==> src/rtl/seq_add_sub.sv <==
// Bit-serial adder/subtractor: one full-adder slice processes one operand bit
// per clock, LSB first, and reports carry-out and signed overflow.
module seq_add_sub #(
  parameter int WIDTH = 8
) (
  input  logic             clk,
  input  logic             rst,
  input  logic             start,
  input  logic             mode,
  input  logic [WIDTH-1:0] a,
  input  logic [WIDTH-1:0] b,
  output logic [WIDTH-1:0] sum,
  output logic             cout,
  output logic             ovf,
  output logic             busy,
  output logic             done
);

  localparam int CW = $clog2(WIDTH + 1);

  typedef enum logic [1:0] {IDLE, RUN, DONE} state_t;

  state_t           state;
  state_t           state_nxt;
  logic [WIDTH-1:0] a_sh;
  logic [WIDTH-1:0] b_sh;
  logic             carry;
  logic             carry_msb;
  logic [CW-1:0]    cnt;
  logic [1:0]       fa;

  // Returns {carry_out, sum_bit} for a single slice.
  function automatic logic [1:0] full_add(input logic x, input logic y, input logic c);
    return {(x & y) | (x & c) | (y & c), x ^ y ^ c};
  endfunction

  assign fa   = full_add(a_sh[0], b_sh[0], carry);
  assign busy = (state == RUN);
  assign done = (state == DONE);

  always_comb begin
    state_nxt = state;
    case (state)
      IDLE:    if (start) state_nxt = RUN;
      RUN:     if (cnt == CW'(WIDTH)) state_nxt = DONE;
      DONE:    state_nxt = IDLE;
      default: state_nxt = IDLE;
    endcase
  end

  // The extra RUN cycle at cnt == WIDTH is where carry-out and overflow are committed.
  always_ff @(posedge clk or posedge rst) begin
    if (rst) begin
      state     <= IDLE;
      a_sh      <= '0;
      b_sh      <= '0;
      carry     <= 1'b0;
      carry_msb <= 1'b0;
      cnt       <= '0;
      sum       <= '0;
      cout      <= 1'b0;
      ovf       <= 1'b0;
    end else begin
      state <= state_nxt;
      case (state)
        IDLE: begin
          if (start) begin
            a_sh  <= a;
            b_sh  <= b ^ {WIDTH{mode}};
            carry <= mode;
            cnt   <= '0;
          end
        end
        RUN: begin
          if (cnt != CW'(WIDTH)) begin
            sum   <= {fa[0], sum[WIDTH-1:1]};
            carry <= fa[1];
            a_sh  <= a_sh >> 1;
            b_sh  <= b_sh >> 1;
            cnt   <= cnt + CW'(1);
            if (cnt == CW'(WIDTH - 1)) carry_msb <= carry;
          end else begin
            cout <= carry;
            ovf  <= carry_msb ^ carry;
          end
        end
        default: ;
      endcase
    end
  end

endmodule

==> config.mk <==
export PLATFORM = sky130hd
export DESIGN_NAME = seq_add_sub
export DESIGN_NICKNAME = d
export VERILOG_FILES = /design/src/rtl/seq_add_sub.sv
export SDC_FILE = /design/constraint.sdc
export NUM_CORES = 1
export LEC_CHECK = 0
export CAP_MARGIN = 20
export CORE_ASPECT_RATIO = 1.2
export CORE_MARGIN = 1.5
export CORE_UTILIZATION = 35
export DETAILED_ROUTE_END_ITERATION = 10
export SLEW_MARGIN = 20
export SYNTH_ARGS = -nofsm -noshare
export SYNTH_HDL_FRONTEND = slang
export SYNTH_SLANG_ARGS = --single-unit
==> constraint.sdc <==
create_clock -name clk -period 1.8 [get_ports clk]
set_input_delay 0.27 -clock clk [delete_from_list [all_inputs] [get_ports clk]]
set_output_delay 0.27 -clock clk [all_outputs]
set_load 0.005 [all_outputs]
==> results by group <==
Critical path
  – Worst R2R End: b_sh[7]$_DFFE_PP0P_
  – Critical path cell sequence: inv_1 > ha_1 > and3b_1 > a21oi_2 > buf_12 > mux2_2
  – Max incr delay on CP: 380 ps
  – Arrival time of the worst setup path: 1910 ps
  – WP buf/inv: 2
  – CP Class: reg2reg
  – Cell class contributing the biggest share of worst-path delay: flip-flops
  – Worst-path maximum fanout: 20
  – WP data required: 1970 ps
  – CP endpoint kind: register
  – Startpoint Class: register
  – Worst reg-to-reg path cell count: 6
  – Slowest CP cell: dfrtp_1
  – Reg2Reg Launch Point: cnt[0]$_DFFE_PP0P_
  – R2R Setup Slk: 60 ps

Clock network
  – Root Buffer: clkbuf_8
  – Clock buffer depth: 2
  – Clk pin slew, worst setup/hold paths: 70 ps
  – CTS Hold Buffers Added: 0
  – Clock Sinks: 34
  – CTS tree: yes
  – CTS Buf Count: 5
  – H-tree depth: 2
  – Clock latency on the worst-skew pair: 290 ps

Layout
  – Area delta synth->final: 27.5%
  – Finished Cell Area: 2240 um^2
  – Antenna Cells: 0
  – Fraction of layout cells with a size suffix above 1: 0.321
  – Net count, final: 191
  – Non-Filler Instances: 228
  – Finished Core Util: 0.459

STA
  – Max Fclk: 573 MHz
  – Actual slew at the worst max-slew pin: 427 ps
  – Min Tclk post-route: 1740 ps
  – Hold Slack: 375 ps
  – Fin. Hold Viols: 0
  – # setup viols final: 0
  – Part of the cycle the worst path needs: 0.969
  – RSZ-0062 raised after global routing: false
  – Slew Limit Fails: 0
  – Clock Skew: 8.15 ps
  – Final setup margin: 55.1 ps
  – Slew headroom: 0.715
  – Setup TNS: 0 ps

Pwr
  – LEAKAGE: 1.04 nW
  – Power, Total: 3.87 mW
  – Sequential share of power: 0.354
  – Pwr dens: 1730 nW/um^2
  – Sw Share: 0.315
  – Sw Pwr: 1.22 mW
  – Clock power share: 0.134
  – Internal power: 2.65 mW
  – Combinational power share: 0.512
  – VDD IR max: 0.682 mV

Placement
  – Hpwl dp: 2030 um
  – Placed cell area: 2140 um^2
  – Placer Congestion: 0.728
  – Placement Setup Slack: 48.9 ps
  – Placed Cells: 220
  – Buffers on Ports: 31

Synthesis
  – Largest area contributor in the netlist: dfrtp_1
  – Sequential-to-total area share from yosys stat: 0.485
  – Yosys top cell area share: 0.485
  – FFs w/ async S/R, synth: 1.00
  – Synth Register Bits: 34
  – Distinct cell type count after synthesis: 31
  – Top cells by area, synth: dfrtp_1 49%, mux2_2 13%, mux2_4 12%
  – Net Count, Synth: 152
  – Post-Syn Area: 1750 um^2
  – Post-synth EDFFs: 0
  – Primary FF master, synth: dfrtp_1
  – Synthesized area per cell: 13.6 um^2
  – Cells after Synth: 129
  – Synthesis Warnings: 0

Floorplan
  – I/O Pins: 32
  – Die height: 80.6 um
  – Die width: 67.6 um
  – Core area: 4870 um^2
  – Cell Rows: 28
  – Initial core utilization: 0.360
  – Die area: 5450 um^2

Global route
  – Largest net degree at the start of global routing: 35
  – Met2 Resource Use GR: 0.217
  – First-pass GRT wire length: 4970 um
  – Vias in the first global route: 1146
  – Grt met1 use: 0.134
  – Met3 Use GR: 0.0546
  – Initial antenna violation count: 0
  – Most Crowded Layer GR: met2
  – GRT overflow: 0
  – Global Route Usage Sum: 0.127

Route
  – Iter 0 DRT Violations: 15
  – Number of vias per cell: 4.76
  – Wire per inst: 12.6 um
  – DR vias: 1085
  – 1st-pass router iterations: 4
  – Post-Route WL: 2870 um
  – DRC violations left: 0
  – Antenna Nets Post-Route: 0

Job
  – MaxCap Viol Count: 0

Hold path
  – Worst Hold Class: in2async

Status
  – Outcome: complete, no violations
==> worst max path at each step <==
stage	from	to	slack (ps)	cells past startpoint
finish	cnt[0]$_DFFE_PP0P_	b_sh[7]$_DFFE_PP0P_	60	6
global route	cnt[0]$_DFFE_PP0P_	b_sh[7]$_DFFE_PP0P_	4	6
CTS	state[1]$_DFFE_PP0P_	busy	40	3
detailed placement	mode	b_sh[0]$_DFFE_PP0P_	50	5
global placement	mode	b_sh[0]$_DFFE_PP0P_	50	5
floorplan	cnt[0]$_DFFE_PP0P_	a_sh[3]$_DFFE_PP0P_	200	6
==> cell usage after synthesis (2+ instances only) <==
cell,number
xor2_1,5
nor2_1,2
buf_6,4
mux2_2,21
mux2_4,14
nand2_1,4
o22ai_1,2
a21oi_1,3
ha_1,2
dfrtp_1,34
nand3_1,2
mux2i_1,7
inv_1,8
xnor2_1,4
==> kinds of logic after synthesis <==
kind of cell	share of synthesized area
simple gates	0.0578
fa+ha+maj	0.0257
flops	0.485
xor+xnor	0.0449
mux	0.295
compound gates	0.0428
buf+inv	0.0492
==> metal layers <==
layer | vias to the layer above | share of wire
met1 | 530 | 0.42
met4 | 0 | 0.016
met5 | - | 0
li1 | 522 | -
met2 | 28 | 0.51
met3 | 5 | 0.052
==> worst min-delay path, cell delays in order <==
cell and delay [ps]:
clkdlybuf4s50_1 390, inv_1 50, buf_4 370
==> flip-flops by register name, summed over array words and instances, names as in the netlist <==
signal / count
state: 2
sum: 8
cnt: 4
carry_msb: 1
b_sh: 8
ovf: 1
carry: 1
cout: 1
a_sh: 8
==> power by group through the flow <==
stage	clock network [mW]	registers (mW)	logic, mW
2_1_floorplan	0	1.34	1.50
3_3_place_gp	0	1.37	1.92
3_5_place_dp	0	1.39	1.98
4_1_cts	0.544	1.38	2.01
5_1_grt	0.583	1.43	2.17
6_report	0.517	1.37	1.98
==> layout make-up <==
type | instances | area, um^2
timing repair buffer | 37 | 368
clock inverter | 2 | 10.0
clock buffer | 5 | 68.8
fill | 436 | 2630
tap | 60 | 75.1
sequential | 34 | 852
multi-input combinational | 81 | 817
inverter | 9 | 46.3
==> cell usage in the layout (no fill, tap or decap), drive strengths merged <==
cell type	synthesis	final
a21oi	4	4
a22o	1	1
and2b	1	1
and3b	1	1
buf	4	6
clkbuf	1	5
clkdlybuf4s50	0	31
clkinv	0	3
dfrtp	34	34
fa	1	1
ha	2	2
inv	9	8
mux2	35	35
mux2i	7	7
nand2	5	5
nand2b	1	1
nand3	2	2
nand3b	1	1
nor2	2	2
nor3	1	1
o21ai	1	1
o21bai	1	1
o221ai	1	1
o22a	1	1
o22ai	2	2
or3	1	1
or3b	1	1
xnor2	4	4
xor2	5	5
==> repair_timing <==
item / in CTS / in global routing
endpoints found under the setup margin: 1 / 1
buffers inserted: 1 / 0
gates resized for setup: 3 / 1
No activity file was read; power rests on OpenSTA's default activity.
